`src/rtl/data_mem_arb_pkg.sv`:
```
// data_mem_arb_pkg
// Shared definitions for the data memory arbiter and its memory core:
// arbiter state encoding, owner constants, default widths and the
// function that produces the power-on memory image.
// Ports: none (package).
package data_mem_arb_pkg;

    localparam int DATA_W_DEF = 8;
    localparam int ADDR_W_DEF = 5;
    localparam int HALF_DEPTH = 2 ** (ADDR_W_DEF - 1);

    typedef enum logic [1:0] {
        IDLE    = 2'd0,
        SERVE   = 2'd1,
        RELEASE = 2'd2
    } arb_state_t;

    localparam logic OWN_CPU = 1'b0;
    localparam logic OWN_DBG = 1'b1;

    // Power-on image: the lower half counts up from zero, the upper half
    // counts down from zero in two's complement (mem[16+k] = -k).
    function automatic logic [DATA_W_DEF-1:0] reset_image(input int idx);
        if (idx < HALF_DEPTH) begin
            return DATA_W_DEF'(idx);
        end
        return DATA_W_DEF'(HALF_DEPTH - idx);
    endfunction

endpackage

```
`src/rtl/data_mem_core.sv`:
```
// data_mem_core
// Single-port 32x8 data memory: synchronous write, registered read and an
// asynchronous reload of the fixed power-on image while reset is low.
// Ports:
//   oscillator - clock, rising edge
//   reset      - asynchronous active-low reset (reloads the image)
//   we         - write enable
//   addr       - read/write address
//   wdata      - write data
//   rdata      - registered read data (mem[addr] sampled at the last edge)
module data_mem_core
    import data_mem_arb_pkg::*;
#(
    parameter int DATA_W = DATA_W_DEF,
    parameter int ADDR_W = ADDR_W_DEF
) (
    input  logic              oscillator,
    input  logic              reset,
    input  logic              we,
    input  logic [ADDR_W-1:0] addr,
    input  logic [DATA_W-1:0] wdata,
    output logic [DATA_W-1:0] rdata
);

    localparam int DEPTH = 2 ** ADDR_W;

    logic [DATA_W-1:0] mem [DEPTH];

    // The array is built from flops so that reset can restore the whole
    // image at once; any write in flight when reset falls is simply lost.
    // The read register samples the pre-write contents every cycle.
    always_ff @(posedge oscillator or negedge reset) begin
        if (!reset) begin
            for (int i = 0; i < DEPTH; i++) begin
                mem[i] <= DATA_W'(reset_image(i));
            end
            rdata <= '0;
        end else begin
            if (we) begin
                mem[addr] <= wdata;
            end
            rdata <= mem[addr];
        end
    end

endmodule

```
`src/rtl/data_mem_arbiter.sv`:
```
// data_mem_arbiter
// Two-port arbiter that owns the data memory. Serialises CPU load/store
// accesses and debug/loader accesses, one at a time, each with a req/ack
// handshake. Sequence per access: IDLE latches the winner, SERVE performs
// the access, RELEASE presents the one-cycle ack.
// Configuration macro: DATA_MEM_ARB_ROUND_ROBIN_EN
//   defined   - ties go to the port that did not win last (CPU first)
//   undefined - fixed priority, CPU always wins ties
// Ports:
//   oscillator, reset           - clock (rising) and async active-low reset
//   cpu_req/we/addr/wdata       - CPU request fields
//   cpu_ack, cpu_rdata          - CPU completion pulse and load result
//   dbg_req/we/addr/wdata       - debug port request fields
//   dbg_ack, dbg_rdata          - debug completion pulse and load result
//   busy                        - high whenever the FSM is not in IDLE
//   owner                       - port being served (0 = CPU, 1 = DBG)
module data_mem_arbiter
    import data_mem_arb_pkg::*;
#(
    parameter int DATA_W = 8,
    parameter int ADDR_W = 5
) (
    input  logic              oscillator,
    input  logic              reset,
    input  logic              cpu_req,
    input  logic              cpu_we,
    input  logic [ADDR_W-1:0] cpu_addr,
    input  logic [DATA_W-1:0] cpu_wdata,
    output logic              cpu_ack,
    output logic [DATA_W-1:0] cpu_rdata,
    input  logic              dbg_req,
    input  logic              dbg_we,
    input  logic [ADDR_W-1:0] dbg_addr,
    input  logic [DATA_W-1:0] dbg_wdata,
    output logic              dbg_ack,
    output logic [DATA_W-1:0] dbg_rdata,
    output logic              busy,
    output logic              owner
);

    arb_state_t        state_q;
    arb_state_t        state_d;
    logic              latch_en;
    logic              do_access;
    logic              any_req;
    logic              grant_dbg;
    logic              win_we;
    logic [ADDR_W-1:0] win_addr;
    logic [DATA_W-1:0] win_wdata;
    logic              lat_we;
    logic [ADDR_W-1:0] lat_addr;
    logic [DATA_W-1:0] lat_wdata;
    logic              mem_we;
    logic [ADDR_W-1:0] mem_addr;
    logic [DATA_W-1:0] mem_rdata;

`ifdef DATA_MEM_ARB_ROUND_ROBIN_EN
    logic              last_win;

    // Remember who won the most recent grant so a tie goes to the other
    // port. Starts at DBG so the CPU takes the very first tie.
    always_ff @(posedge oscillator or negedge reset) begin
        if (!reset) begin
            last_win <= OWN_DBG;
        end else if (latch_en) begin
            last_win <= grant_dbg ? OWN_DBG : OWN_CPU;
        end
    end

    // A lone requester always wins; on a tie DBG only wins if CPU won last.
    always_comb begin
        grant_dbg = dbg_req && (!cpu_req || (last_win == OWN_CPU));
    end
`else
    // Fixed priority: DBG is only granted when the CPU is not asking.
    always_comb begin
        grant_dbg = !cpu_req;
    end
`endif

    // Select the winning port's request fields for latching in IDLE.
    always_comb begin
        any_req   = cpu_req || dbg_req;
        win_we    = grant_dbg ? dbg_we    : cpu_we;
        win_addr  = grant_dbg ? dbg_addr  : cpu_addr;
        win_wdata = grant_dbg ? dbg_wdata : cpu_wdata;
    end

    // State register.
    always_ff @(posedge oscillator or negedge reset) begin
        if (!reset) begin
            state_q <= IDLE;
        end else begin
            state_q <= state_d;
        end
    end

    // Next-state logic: latch in IDLE, access in SERVE, ack in RELEASE.
    always_comb begin
        state_d   = state_q;
        latch_en  = 1'b0;
        do_access = 1'b0;
        case (state_q)
            IDLE: begin
                if (any_req) begin
                    latch_en = 1'b1;
                    state_d  = SERVE;
                end
            end
            SERVE: begin
                do_access = 1'b1;
                state_d   = RELEASE;
            end
            RELEASE: begin
                state_d = IDLE;
            end
            default: begin
                state_d = IDLE;
            end
        endcase
    end

    // The memory read register is pointed at the winner's address while
    // still in IDLE, so the word is already sitting in it when SERVE ends
    // and the load can be captured on the same edge as the store would be.
    always_comb begin
        mem_addr = (state_q == IDLE) ? win_addr : lat_addr;
        mem_we   = do_access && lat_we;
    end

    data_mem_core #(
        .DATA_W (DATA_W),
        .ADDR_W (ADDR_W)
    ) u_core (
        .oscillator (oscillator),
        .reset      (reset),
        .we         (mem_we),
        .addr       (mem_addr),
        .wdata      (lat_wdata),
        .rdata      (mem_rdata)
    );

    // Latch registers, owner, per-port ack pulses and load results. Acks
    // default low every cycle so each one lives exactly for RELEASE.
    always_ff @(posedge oscillator or negedge reset) begin
        if (!reset) begin
            lat_we    <= 1'b0;
            lat_addr  <= '0;
            lat_wdata <= '0;
            owner     <= OWN_DBG;
            busy      <= 1'b0;
            cpu_ack   <= 1'b0;
            dbg_ack   <= 1'b0;
            cpu_rdata <= '0;
            dbg_rdata <= '0;
        end else begin
            busy    <= (state_d != IDLE);
            cpu_ack <= 1'b0;
            dbg_ack <= 1'b0;
            if (latch_en) begin
                lat_we    <= win_we;
                lat_addr  <= win_addr;
                lat_wdata <= win_wdata;
                owner     <= grant_dbg ? OWN_DBG : OWN_CPU;
            end
            if (do_access) begin
                if (owner == OWN_DBG) begin
                    dbg_ack <= 1'b1;
                    if (!lat_we) begin
                        dbg_rdata <= mem_rdata;
                    end
                end else begin
                    cpu_ack <= 1'b1;
                    if (!lat_we) begin
                        cpu_rdata <= mem_rdata;
                    end
                end
            end
        end
    end

endmodule

```
`config.mk`:
```
export PLATFORM = sky130hd
export DESIGN_NAME = data_mem_arbiter
export DESIGN_NICKNAME = d
export VERILOG_FILES = /design/src/rtl/data_mem_arb_pkg.sv /design/src/rtl/data_mem_core.sv /design/src/rtl/data_mem_arbiter.sv
export SDC_FILE = /design/constraint.sdc
export NUM_CORES = 1
export LEC_CHECK = 0
export CAP_MARGIN = 40
export CORE_MARGIN = 10
export CORE_UTILIZATION = 51
export DETAILED_ROUTE_END_ITERATION = 16
export PLACE_DENSITY = 0.69
export SYNTH_ARGS = -nofsm -noshare
export SYNTH_HDL_FRONTEND = slang
export SYNTH_SLANG_ARGS = --single-unit
```
`constraint.sdc`:
```
create_clock -name oscillator -period 3.3 [get_ports oscillator]
set_input_delay 0.33 -clock oscillator [delete_from_list [all_inputs] [get_ports oscillator]]
set_output_delay 0.33 -clock oscillator [all_outputs]
set_load 0.02 [all_outputs]
```
==> run summary <==
Yosys top cell by area -> dfrtp_1
share of layout cells above drive strength 1 -> 40.3%
final net count -> 1283
core area -> 26800 um^2
CTS tree -> yes
Max Cap Viol -> 0
Synth Warn # -> 0
H-tree levels -> 2
Num CTS Buffers -> 34
Max FO, Critical Path -> 10
postcts setup bufs -> 0
Worst Setup Start Kind -> flop
outcome -> finished, final reports clean
largest net degree at the start of global routing -> 128
non-filler cells, final -> 1618
Ant. Diodes -> 0
Cell Pwr Density -> 971 nW/um^2
Post-DP HPWL -> 22.2 mm
clock buffer depth -> 3
Post-synth top cells -> mux2_2 (270), nand2_1 (253), dfrtp_1 (175), dfstp_2 (125), a21oi_1 (104)
Die Ht -> 184 um
Psw -> 5.94 mW
Slew Viols, Final -> 0
Critical Path RT -> 3.73 ns
drt pass-1 iters -> 5
Worst Setup Path Type -> reg2reg
most numerous cell in the Yosys netlist -> mux2_2
via/cell ratio -> 5.90
post-cts sizing count -> 0
num ports -> 52
Mapped Area -> 13800 um^2
GRT Resource Usage Total -> 20.6%
DR DRC count -> 0
total negative slack -> 0 ns
VDD IR max -> 0.499 mV
Power Internal -> 9.60 mW
FFs w/ async S/R, synth -> 100%
number of synthesized flops with an enable pin -> 0
initial drt markers -> 707
Final Hold Fails -> 0
clock sink count -> 300
register area share after synthesis -> 55.6%
clock latency on the worst-skew pair -> 0.52 ns
HP Class -> in2reg
clock slew at reported path FFs -> 0.06 ns
Unique masters post-synth -> 34
crit end category -> flop
Yosys reg bits -> 300
Placed Instances -> 1555
post-synth top area share -> 31.8%
row count -> 60
DIE WIDTH -> 184 um
syn_nets -> 1240
minimum clock period -> 2.72 ns
vias in the first global route -> 9693
fill count -> 2140
ys flop type -> dfrtp_1
Detailed Route WL -> 34.6 mm
# setup viols final -> 0
clock power share -> 24.6%
Final Core Density -> 59.7%
Comb power frac -> 38.1%
initial core utilization -> 51.4%
skew final -> 0.0233 ns
total die area -> 34000 um^2
hold buffer count at CTS -> 1
GRT overflow -> 0
WL/cell -> 21.4 um
Static Leakage -> 7.03 nW
max frequency -> 0.368 GHz
Placement Setup Slack -> 0.150 ns
unrepaired setup endpoints after global routing -> no
I/O Buffers -> 51
Slew @ Worst Pin -> 1.01 ns
relative slew slack -> 32.6%
first-pass GRT wire length -> 55.4 mm
Syn Inst Count -> 1208
gpl congestion -> 0.878
area grow syn2layout -> 16.1%
Avg Inst Size Synth -> 11.4 um^2
Via Count -> 9545
ANT nets after route -> 0
sw frac -> 38.2%
Final WS setup -> 0.585 ns
Area contributors post-synth -> dfrtp_1 (32%), dfstp_2 (24%), mux2_2 (22%), nand2_1 (6.9%), a21oi_1 (3.8%)
final worst path period share -> 82.3%
Root Driver -> clkbuf_16
critical path arrival -> 3.15 ns
Tot Pwr -> 15.5 mW
Seq pwr share -> 37.3%
initial antenna violation count -> 0
[routing by layer]
layer	vias to the layer above	global-route usage, %	part of all wire [%]
li1	4313	-	-
met1	4907	28.5	46
met2	279	32.6	47
met3	46	3.19	5.3
met4	0	6.29	2.4
met5	-	0	0
[cells in the final DEF, fill, tap and decap left out, types with 2 or more instances in the layout]
| cell type | netlist | final |
|---|---|---|
| mux2_2 | 270 | 270 |
| clkbuf_16 | 0 | 35 |
| o21ai_4 | 0 | 2 |
| a32oi_1 | 24 | 24 |
| nor3_1 | 3 | 3 |
| buf_4 | 1 | 27 |
| o21ai_0 | 22 | 19 |
| nand3_1 | 66 | 66 |
| dfstp_2 | 125 | 125 |
| mux2_1 | 2 | 2 |
| nand4_1 | 9 | 9 |
| nor2_4 | 2 | 2 |
| buf_8 | 0 | 2 |
| buf_12 | 0 | 9 |
| nand2_1 | 253 | 253 |
| clkdlybuf4s50_1 | 0 | 50 |
| o21a_1 | 5 | 4 |
| mux2i_1 | 14 | 14 |
| nor2_1 | 11 | 11 |
| nor2_2 | 12 | 12 |
| or2_2 | 4 | 4 |
| a31oi_1 | 2 | 2 |
| bufinv_16 | 0 | 2 |
| inv_1 | 3 | 3 |
| clkinv_2 | 0 | 3 |
| and2_1 | 2 | 2 |
| a21oi_1 | 104 | 104 |
| clkbuf_8 | 0 | 10 |
| clkbuf_1 | 69 | 9 |
| a22oi_1 | 8 | 8 |
| nor2_8 | 2 | 2 |
| clkinv_8 | 0 | 2 |
| dfrtp_1 | 175 | 174 |
| o21ai_2 | 2 | 3 |
[cells by family after synthesis]
| logic type | after synthesis | share of synthesized area (%) |
|---|---|---|
| AOI/OAI and AO/OA | 167 | 7.02 |
| buffers and inverters | 85 | 2.47 |
| DFF | 300 | 55.6 |
| muxes | 286 | 23.2 |
| and+or+nand+nor | 370 | 11.7 |
[cell type report]
type	count	area, um^2	share of cell area [%]
sequential	300	7660	47.9
multi-input combinational	823	5820	36.3
clock buffer	54	1050	6.54
timing repair buffer	89	923	5.77
tap	341	427	2.67
clock inverter	8	115	0.719
inverter	3	11.3	0.0704
[power by group through the flow]
stage	Combinational [mW]	Sequential (mW)	Clock [mW]
floorplan	3.69	5.68	0
global placement	5.78	5.80	0
detailed placement	5.89	5.83	0
CTS	5.93	5.78	3.91
global route	6.42	5.94	4.06
finish	5.93	5.80	3.82
[critical path, cell delays in order, from the launching register on]
cell and delay [ns]:
dfrtp_1 0.46, or2_1 0.44, o21a_1 0.37, or2_2 0.33
nor2_1 0.60, a32oi_1 0.25, nand4_1 0.18
[registers in the layout, summed over array words and instances (netlist names)]
name	cells
u_core.rdata	8
lat_we	1
cpu_ack	1
busy	1
lat_wdata	8
state_q	2
dbg_rdata	8
u_core.mem	256
dbg_ack	1
owner	1
lat_addr	5
cpu_rdata	8
[path summary, 6_finish.rpt]
check | cells past startpoint | slack (ns) | from | to
worst max-delay path | 6 | 0.58 | state_q[1] | u_core.rdata[7]
worst min-delay path | 3 | 0.45 | dbg_wdata[3] | lat_wdata[3]
worst max register to register | 6 | 0.58 | state_q[1] | u_core.rdata[7]
worst min register to register | 2 | 0.48 | lat_addr[3] | lat_addr[3]
max in group asynchronous | 3 | 1.77 | reset | u_core.mem[139]
min in group asynchronous | 2 | 0.47 | reset | lat_wdata[4]
[metrics by stage]
stage,area (um^2),hold slack [ns]
after floorplan,13800,0.0344
after global placement,14800,0.462
after detailed placement,14800,0.466
after CTS,16000,0.439
after global routing,16000,0.472
final,16000,0.451
(Power assumes the default switching activity.)
